File: src/rtl/jtopl_eg_run_if.sv
// Signal bundle between the OPL envelope control logic and the envelope run stage.
// The control logic is the master; the run stage is the slave.
interface jtopl_eg_run_if;
   logic       cen;
   logic       tick;
   logic       keyon;
   logic       ksr;
   logic [3:0] kcode;
   logic [5:0] tl;
   logic [2:0] state_next;
   logic [4:0] base_rate;
   logic       keyon_now;
   logic       keyoff_now;
   logic [2:0] state_q;
   logic [9:0] eg_q;
   logic [9:0] eg_out;

   modport master (
      output cen, tick, keyon, ksr, kcode, tl, state_next, base_rate,
      input  keyon_now, keyoff_now, state_q, eg_q, eg_out
   );

   modport slave (
      input  cen, tick, keyon, ksr, kcode, tl, state_next, base_rate,
      output keyon_now, keyoff_now, state_q, eg_q, eg_out
   );
endinterface

File: src/rtl/jtopl_eg_run.sv
// Sequential half of the OPL envelope generator: global counter, rate stepping,
// attenuation register, key edge detection and total-level output stage.
module jtopl_eg_run #(
   parameter int CNT_W = 15
) (
   input  logic           clk,
   input  logic           rst_n,
   jtopl_eg_run_if.slave  bus
);

   localparam logic [2:0] ST_ATTACK  = 3'b001;
   localparam logic [2:0] ST_RELEASE = 3'b000;
   localparam logic [9:0] EG_MAX     = 10'h3FF;

   logic             keyon_last_q, keyon_last_d;
   logic [CNT_W-1:0] cnt_q, cnt_d;
   logic [2:0]       state_q, state_d;
   logic [9:0]       eg_q, eg_d;
   logic [9:0]       eg_out_q, eg_out_d;

   logic             upd;
   logic [3:0]       rof;
   logic [6:0]       rate_sum;
   logic [5:0]       rate;
   logic [3:0]       rh;
   logic [1:0]       rl;
   logic [7:0]       pat_bits;
   logic [3:0]       sh;
   logic [CNT_W-1:0] low_mask;
   logic [CNT_W-1:0] cnt_sh;
   logic [2:0]       inc;
   logic [12:0]      prod;
   logic [9:0]       dec;
   logic [10:0]      up_sum;
   logic [10:0]      out_sum;

   function automatic logic [7:0] step_pattern(input logic [1:0] sel);
      case (sel)
         2'd0:    step_pattern = 8'b10101010;
         2'd1:    step_pattern = 8'b11101010;
         2'd2:    step_pattern = 8'b11101110;
         default: step_pattern = 8'b11111110;
      endcase
   endfunction

   assign upd = bus.cen & bus.tick;

   // Key-scaled rate, clamped to 63; a zero base rate freezes the envelope.
   assign rof      = bus.ksr ? bus.kcode : {2'b00, bus.kcode[3:2]};
   assign rate_sum = {1'b0, bus.base_rate, 1'b0} + {3'b000, rof};
   assign rate     = (bus.base_rate == 5'd0) ? 6'd0 :
                     (rate_sum > 7'd63)      ? 6'd63 : rate_sum[5:0];
   assign rh       = rate[5:2];
   assign rl       = rate[1:0];
   assign pat_bits = step_pattern(rl);

   assign sh       = 4'd13 - rh;
   assign low_mask = ({{(CNT_W-1){1'b0}}, 1'b1} << sh) - {{(CNT_W-1){1'b0}}, 1'b1};
   assign cnt_sh   = cnt_q >> sh;

   always_comb begin
      inc = 3'd0;
      case (rh)
         4'd0:  inc = 3'd0;
         4'd13: inc = pat_bits[cnt_q[2:0]] ? 3'd2 : 3'd1;
         4'd14: inc = pat_bits[cnt_q[2:0]] ? 3'd4 : 3'd2;
         4'd15: inc = 3'd4;
         default: begin
            if (((cnt_q & low_mask) == '0) && pat_bits[cnt_sh[2:0]])
               inc = 3'd1;
         end
      endcase
   end

   // Attack shrinks towards zero exponentially; every other state counts up linearly.
   assign prod   = {3'b000, eg_q} * {10'b0, inc};
   assign dec    = prod[12:3] + 10'd1;
   assign up_sum = {1'b0, eg_q} + {8'b0, inc};

   always_comb begin
      eg_d = eg_q;
      if (upd) begin
         if (bus.state_next == ST_ATTACK) begin
            if (rate >= 6'd62)
               eg_d = 10'd0;
            else if (inc != 3'd0)
               eg_d = (eg_q <= dec) ? 10'd0 : eg_q - dec;
         end else if (inc != 3'd0) begin
            eg_d = up_sum[10] ? EG_MAX : up_sum[9:0];
         end
      end
   end

   assign out_sum      = {1'b0, eg_q} + {3'b000, bus.tl, 2'b00};
   assign eg_out_d     = bus.cen ? (out_sum[10] ? EG_MAX : out_sum[9:0]) : eg_out_q;
   assign cnt_d        = upd ? cnt_q + {{(CNT_W-1){1'b0}}, 1'b1} : cnt_q;
   assign keyon_last_d = upd ? bus.keyon : keyon_last_q;
   assign state_d      = upd ? bus.state_next : state_q;

   always_ff @(posedge clk) begin
      if (!rst_n) begin
         keyon_last_q <= 1'b0;
         cnt_q        <= '0;
         state_q      <= ST_RELEASE;
         eg_q         <= EG_MAX;
         eg_out_q     <= EG_MAX;
      end else begin
         keyon_last_q <= keyon_last_d;
         cnt_q        <= cnt_d;
         state_q      <= state_d;
         eg_q         <= eg_d;
         eg_out_q     <= eg_out_d;
      end
   end

   assign bus.keyon_now  = bus.keyon & ~keyon_last_q;
   assign bus.keyoff_now = ~bus.keyon & keyon_last_q;
   assign bus.state_q    = state_q;
   assign bus.eg_q       = eg_q;
   assign bus.eg_out     = eg_out_q;

endmodule

File: src/flat_wrapper.sv
// flat-port wrapper written by rule: the top's interface ports become plain ports
module jtopl_eg_run_flat 
#(
   parameter int CNT_W = 15
)
  (clk, rst_n, bus_cen, bus_tick, bus_keyon, bus_ksr, bus_kcode, bus_tl, bus_state_next, bus_base_rate, bus_keyon_now, bus_keyoff_now, bus_state_q, bus_eg_q, bus_eg_out);
  jtopl_eg_run_if bus_i ();
  input  logic clk;
  input  logic rst_n;
  input wire logic [$bits(bus_i.cen)-1:0] bus_cen;
  input wire logic [$bits(bus_i.tick)-1:0] bus_tick;
  input wire logic [$bits(bus_i.keyon)-1:0] bus_keyon;
  input wire logic [$bits(bus_i.ksr)-1:0] bus_ksr;
  input wire logic [$bits(bus_i.kcode)-1:0] bus_kcode;
  input wire logic [$bits(bus_i.tl)-1:0] bus_tl;
  input wire logic [$bits(bus_i.state_next)-1:0] bus_state_next;
  input wire logic [$bits(bus_i.base_rate)-1:0] bus_base_rate;
  output wire logic [$bits(bus_i.keyon_now)-1:0] bus_keyon_now;
  output wire logic [$bits(bus_i.keyoff_now)-1:0] bus_keyoff_now;
  output wire logic [$bits(bus_i.state_q)-1:0] bus_state_q;
  output wire logic [$bits(bus_i.eg_q)-1:0] bus_eg_q;
  output wire logic [$bits(bus_i.eg_out)-1:0] bus_eg_out;
  assign bus_i.cen = bus_cen;
  assign bus_i.tick = bus_tick;
  assign bus_i.keyon = bus_keyon;
  assign bus_i.ksr = bus_ksr;
  assign bus_i.kcode = bus_kcode;
  assign bus_i.tl = bus_tl;
  assign bus_i.state_next = bus_state_next;
  assign bus_i.base_rate = bus_base_rate;
  assign bus_keyon_now = bus_i.keyon_now;
  assign bus_keyoff_now = bus_i.keyoff_now;
  assign bus_state_q = bus_i.state_q;
  assign bus_eg_q = bus_i.eg_q;
  assign bus_eg_out = bus_i.eg_out;
  jtopl_eg_run #(.CNT_W(CNT_W)) u_core (.clk(clk), .rst_n(rst_n), .bus(bus_i));
endmodule
File: config.mk
export PLATFORM = sky130hd
export DESIGN_NAME = jtopl_eg_run_flat
export DESIGN_NICKNAME = d
export VERILOG_FILES = /design/src/rtl/jtopl_eg_run_if.sv /design/src/rtl/jtopl_eg_run.sv /design/src/flat_wrapper.sv
export SDC_FILE = /design/constraint.sdc
export NUM_CORES = 1
export LEC_CHECK = 0
export CAP_MARGIN = 20
export CORE_ASPECT_RATIO = 1.2
export CORE_MARGIN = 2
export CORE_UTILIZATION = 54
export DETAILED_ROUTE_END_ITERATION = 10
export PLACE_DENSITY = 0.82
export SYNTH_ARGS = -nofsm -noshare
export SYNTH_HDL_FRONTEND = slang
export SYNTH_SLANG_ARGS = --single-unit
File: constraint.sdc
create_clock -name clk -period 12.3 [get_ports clk]
set_clock_uncertainty 0.2 [all_clocks]
set_input_delay 2.46 -clock clk [delete_from_list [all_inputs] [get_ports clk]]
set_output_delay 2.46 -clock clk [all_outputs]
set_load 0.02 [all_outputs]
# After elaboration in Yosys (flattened, before gate mapping)
# Cells that the tools add are included.
word_totals:
  ff_bits: 39
  input_bits: 24
  wordCells: 61
op_classes:
  add_sub_neg: 8
  multipliers: 1
  magnitude_cmp: 5
  n_eq_ne: 6
  shift: 2
  mux: 19
  bitwise: 6
  n_reduce_logical: 9
op_table:
  columns: ["operator", "n"]
  rows:
  - ["10-bit two-way mux", 7]
  - ["7-bit one-hot mux with 3 select lines", 1]
  - ["15-bit by 1-bit adder with 15-bit output (second input constant)", 1]
  - ["15-bit AND", 1]
  - ["15-bit zero test", 1]
  - ["1-bit by 4-bit << shifter with 15-bit output (first input constant)", 1]
  - ["15-bit by 4-bit >> shifter with 3-bit output", 1]
  - ["15-bit by 1-bit subtractor with 15-bit output (second input constant)", 1]
  - ["10-bit by 3-bit multiplier with 13-bit output", 1]
  - ["4-bit equality test (second input constant)", 3]
  - ["6-bit two-way mux", 2]
  - ["3-bit one-hot mux with 4 select lines", 1]
  - ["10-bit by 3-bit adder with 11-bit output", 1]
  - ["10-bit by 8-bit adder with 11-bit output", 1]
  - ["10-bit by 1-bit adder with 10-bit output (second input constant)", 1]
  - ["10-bit less-or-equal comparator", 1]
  - ["10-bit subtractor", 1]
  - ["3-bit by 4-bit < comparator with 1-bit output (second input constant)", 2]
  - ["6-bit by 4-bit adder with 7-bit output", 1]
  - ["7-bit by 6-bit greater-than comparator with 1-bit output (second input constant)", 1]
  - ["1-bit binary-select mux with 3-bit select", 2]
  - ["6-bit >= comparator (second input constant)", 1]
  - ["5-bit zero test", 1]
  - ["4-bit zero test", 1]
  - ["other kinds (15)", 21]

# Longest topological paths before layout
depth:
  depth_word: 20
  mapped_depth: 46
  mapped_depth_nobuf: 43

# Worst setup path before layout
# Ideal clock, no wire load.
synth_path:
  path_kind: "input -> register"
  from: "input port bus_ksr"
  to: "register u_core.eg_q[3] (netlist: u_core.bus.eg_q[3])"
  arrival_ns: 11.629
  required_ns: 12.042
  slack_ns: 0.413
  cell_stages: 42
  n_path_buf: 3
  path_cell_list: "mux2_2 > ha_1 > fa_1 > xnor2_1 > buf_2 > o211ai_1 > and2_1 > clkbuf_1 > ha_1 > inv_1 > a21o_1 > nand2_1 > nand2_1 > ha_1 > clkbuf_1 > nor3b_2 > xor2_1 > a32o_2 > [6 not listed] > a21oi_1 > nor2_1 > nor2_1 > o21bai_1 > a21oi_1 > o21bai_1 > a21oi_1 > nand2b_1 > and3_1 > a311oi_1 > ha_1 > nand4_1 > o41ai_1 > a31o_2 > a21oi_1 > inv_1 > o311ai_0 > mux2_4"
synth_between:
  elab_chain_cells: 20
  elab_cells_between_ends: 44
synth_lines:
  columns: ["item", "line_no", "rtl"]
  rows:
  - ["from (decl)", "flat_wrapper.sv:13", "input wire logic [$bits(bus_i.ksr)-1:0] bus_ksr;"]
  - ["4-bit two-way mux *", "jtopl_eg_run.sv:49", "assign rof = bus.ksr ? bus.kcode : {2'b00, bus.kcode[3:2]};"]
  - ["6-bit by 4-bit adder with 7-bit output *", "jtopl_eg_run.sv:50", "assign rate_sum = {1'b0, bus.base_rate, 1'b0} + {3'b000, rof};"]
  - ["7-bit by 6-bit greater-than comparator with 1-bit output", "jtopl_eg_run.sv:52", "(rate_sum > 7'd63) ? 6'd63 : rate_sum[5:0];"]
  - ["6-bit two-way mux *", "jtopl_eg_run.sv:52", null]
  - ["6-bit two-way mux *", "jtopl_eg_run.sv:51", "assign rate = (bus.base_rate == 5'd0) ? 6'd0 :"]
  - ["4-bit subtractor", "jtopl_eg_run.sv:57", "assign sh = 4'd13 - rh;"]
  - ["1-bit by 4-bit << shifter with 15-bit output", "jtopl_eg_run.sv:58", "assign low_mask = ({{(CNT_W-1){1'b0}}, 1'b1} << sh) - {{(CNT_W-1){1'b0}}, 1'b1};"]
  - ["15-bit by 1-bit subtractor with 15-bit output", "jtopl_eg_run.sv:58", null]
  - ["[4 not listed]", null, null]
  - ["3-bit one-hot mux with 4 select lines", "jtopl_eg_run.sv:63", "case (rh)"]
  - ["10-bit by 3-bit multiplier with 13-bit output", "jtopl_eg_run.sv:76", "assign prod = {3'b000, eg_q} * {10'b0, inc};"]
  - ["10-bit by 1-bit adder with 10-bit output", "jtopl_eg_run.sv:77", "assign dec = prod[12:3] + 10'd1;"]
  - ["10-bit subtractor or 10-bit less-or-equal comparator (tied branches)", "jtopl_eg_run.sv:87", "eg_d = (eg_q <= dec) ? 10'd0 : eg_q - dec;"]
  - ["10-bit two-way mux", "jtopl_eg_run.sv:87", null]
  - ["10-bit two-way mux", "jtopl_eg_run.sv:86", "else if (inc != 3'd0)"]
  - ["10-bit two-way mux", "jtopl_eg_run.sv:84", "if (rate >= 6'd62)"]
  - ["10-bit two-way mux", "jtopl_eg_run.sv:83", "if (bus.state_next == ST_ATTACK) begin"]
  - ["to (signal assigned)", "jtopl_eg_run.sv:111", "eg_q <= eg_d;"]
  - ["to (decl)", "jtopl_eg_run.sv:18", "logic [9:0] eg_q, eg_d;"]
# Mark *: on every way between the ends. The rest lies on a longest branch, timed or not. The select of a mux whose other input is x is not followed.
# A chain may end at the register's enable or synchronous reset.

# Worst setup path after layout
layout_path:
  from: "input port bus_ksr"
  to: "register u_core.eg_q[2] (netlist: u_core.bus.eg_q[2])"
# The elaborated chain is that of the path after synthesis.

==> metrics <==
outcome=completed; crit-path max FO=10; vias in the first global route=approximately 5100; # hold bufs at CTS=0; most frequent cells in the layout=nand2_1, clkdlybuf4s50_1, inv_1, a21oi_1, dfxtp_1; drt first pass iters=7; cell row count=38; upper clock frequency limit=84.63 MHz; Worst-Margin Slew=0.8922 ns; Vias/cell=6.204; Antenna Nets Post-Route=0; slowest CP cell=or4_1; number of cells produced by synthesis=672; vias=around 5200; CTS tree=done; H-tree depth=2; P_leak=2.508 nW; Synth cell types=80; worst hold path class=flop to flop; Tmin final=11.82 ns; largest net degree at the start of global routing=46; Final GP Congestion=0.9684; share of layout cells above drive strength 1=11.13%; Total Power=0.8262 mW; core area=9081 sq um; Initial Utilization=~56%; reg2reg setup slack=5.24 ns; initial antenna violation count=0; Seq/Total Area, Yosys=15.40%; nets=approximately 790; Slew headroom=around 40%; CTS clock-pin slew for the worst setup and hold paths=0.08 ns; Overflow after GRT=0; Post-synth EDFFs=0; clock sinks=39; Ports=slightly below 50; die footprint=10190 sq um; # setup viols final=0; Clk Latency, worst-skew pair=0.30 ns; Crit path required time=12.30 ns; final hold viol count=0; placed cell count=just over 800; critical path class=primary input to flop; Worst Path Arrival=11.81 ns; Remaining DRCs=0; overall routing resource usage=30.22%; Synth warnings=0; Max stage delay on crit path=0.60 ns; Setup TNS=0 ns; Max Root-Sink Buffers=2; clk root buf=clkbuf_8; Finished Cell Area=5881 sq um; DRT iter0 DRCs=311; per-cell routed wire length=18.38 um; syn avg cell area=7.546 sq um; DPL Wire Length=12.13 mm; Yosys reg bits=39; # diodes=0; crit end category=flop; max cap viols=0; placed cell area=5722 sq um; VDD IR max=approximately 140 uV; Hold Worst Slack=~0.28 ns; Detailed Route WL=15.42 mm; Buffers on Ports=48; Die X=92.47 um; Layout Cells excl Fill=839; TritonCTS Buffers=5; FFs w/ async S/R, synth=0%; period utilization=96.06%; Setup crit start kind=primary input; PD cells=140.5 nW/um^2; Max Slew Vio Count=0; Syn-to-layout area delta=15.96%; syn_nets=746; Synth Flop Type=dfxtp_1; commonest non-fill, non-tap cell in the layout=nand2_1; chip height=110.2 um; global-route wire length before repair=24.65 mm; Synth Cell Area=5071 sq um
-- cells in the mapped netlist (5+ instances only) --
cell type,instances,area [sq um]
ha_1,37,462.9
o21ai_0,28,140.1
fa_1,13,260.3
o21bai_1,7,52.55
a21oi_1,43,215.2
xnor2_1,33,289.0
dfxtp_1,39,780.8
nor2_1,31,116.4
mux2i_1,9,90.09
nand2b_1,11,68.82
mux2_2,6,67.56
a21o_1,13,97.59
inv_1,43,161.4
nor2b_1,5,31.28
buf_2,5,25.02
nand4_1,7,43.79
o221ai_1,5,43.79
nand3_1,16,80.08
o211ai_1,8,60.06
a31oi_1,6,37.54
and3_1,15,93.84
and2_1,25,156.4
o22ai_1,12,75.07
nor3_1,6,30.03
a211oi_1,10,75.07
a21boi_0,12,90.09
xor2_1,11,96.34
nand2_1,101,379.1
mux2_4,10,150.1
clkbuf_1,27,101.4
or3_1,6,37.54
-- stage by stage --
step / utilization, % / worst slack (ns)
after floorplan: - / 0.4126
after global placement: 63.01 / 0.3146
after detailed placement: 63.01 / -0.09150
after CTS: 64.09 / 0.1863
after global routing: 64.76 / -0.01028
final: 64.76 / 0.4844
-- path summary, 6_finish.rpt --
kind,from,end,depth (start not counted)
min reg2reg,u_core.bus.state_q[0],u_core.bus.state_q[0],2
min,u_core.bus.state_q[0],u_core.bus.state_q[0],2
max reg2reg,u_core.cnt_q[4],u_core.bus.eg_q[2],30
max,bus_ksr,u_core.bus.eg_q[2],44
-- critical path, delay by kind of cell --
kind | cells | cell delay [ns]
AO/OA/AOI/OAI | 13 | 2.21
AND/OR/NAND/NOR | 14 | 2.90
multiplexers | 2 | 0.64
adder cells (fa/ha/maj) | 7 | 2.23
buffers and inverters | 8 | 1.36
-- logic make-up after synthesis --
family | after synthesis | synth area share (%)
AND/OR/NAND/NOR | 247 | 24.48
AO/OA/AOI/OAI | 185 | 25.07
buffers and inverters | 78 | 6.341
adder cells (fa/ha/maj) | 52 | 14.66
XOR/XNOR | 45 | 7.920
flip-flops | 39 | 15.40
multiplexers | 25 | 6.069
other | 1 | 0.07395
-- power breakdown --
group          internal [mW]  leakage (nW)  total, mW  switching (mW)
clock                 0.0458        0.0474     0.0952          0.0494
combinational          0.250          2.14      0.585           0.335
sequential             0.133         0.317      0.146          0.0128
-- sequential cells by signal, indices dropped and copies added (netlist names) --
name,flops
u_core.keyon_last_q,1
u_core.cnt_q,15
u_core.bus.state_q,3
u_core.bus.eg_q,10
u_core.bus.eg_out,10
-- layer usage --
metal	vias up	share of wire [%]	global-route usage, %
li1	2482	-	-
met1	2440	38	34.27
met2	224	52	55.89
met3	59	5.9	4.419
met4	0	4.2	14.07
met5	-	0	0
-- layout make-up --
cell class                 instances  area [sq um]
clock buffer                       6         82.58
clock inverter                     2         16.27
fill                             815          3201
inverter                          43         161.4
multi-input combinational        555          4014
sequential                        39         780.7
tap                              120         150.1
timing repair buffer              74         675.6
-- what timing repair did --
item / CTS / global route
hold endpoints to repair: 0 / 0
buffers inserted: 0 / 2
resized for setup: 0 / 9
setup endpoints to repair: 0 / 10
Note: power is estimated with default switching activity, not from simulation.
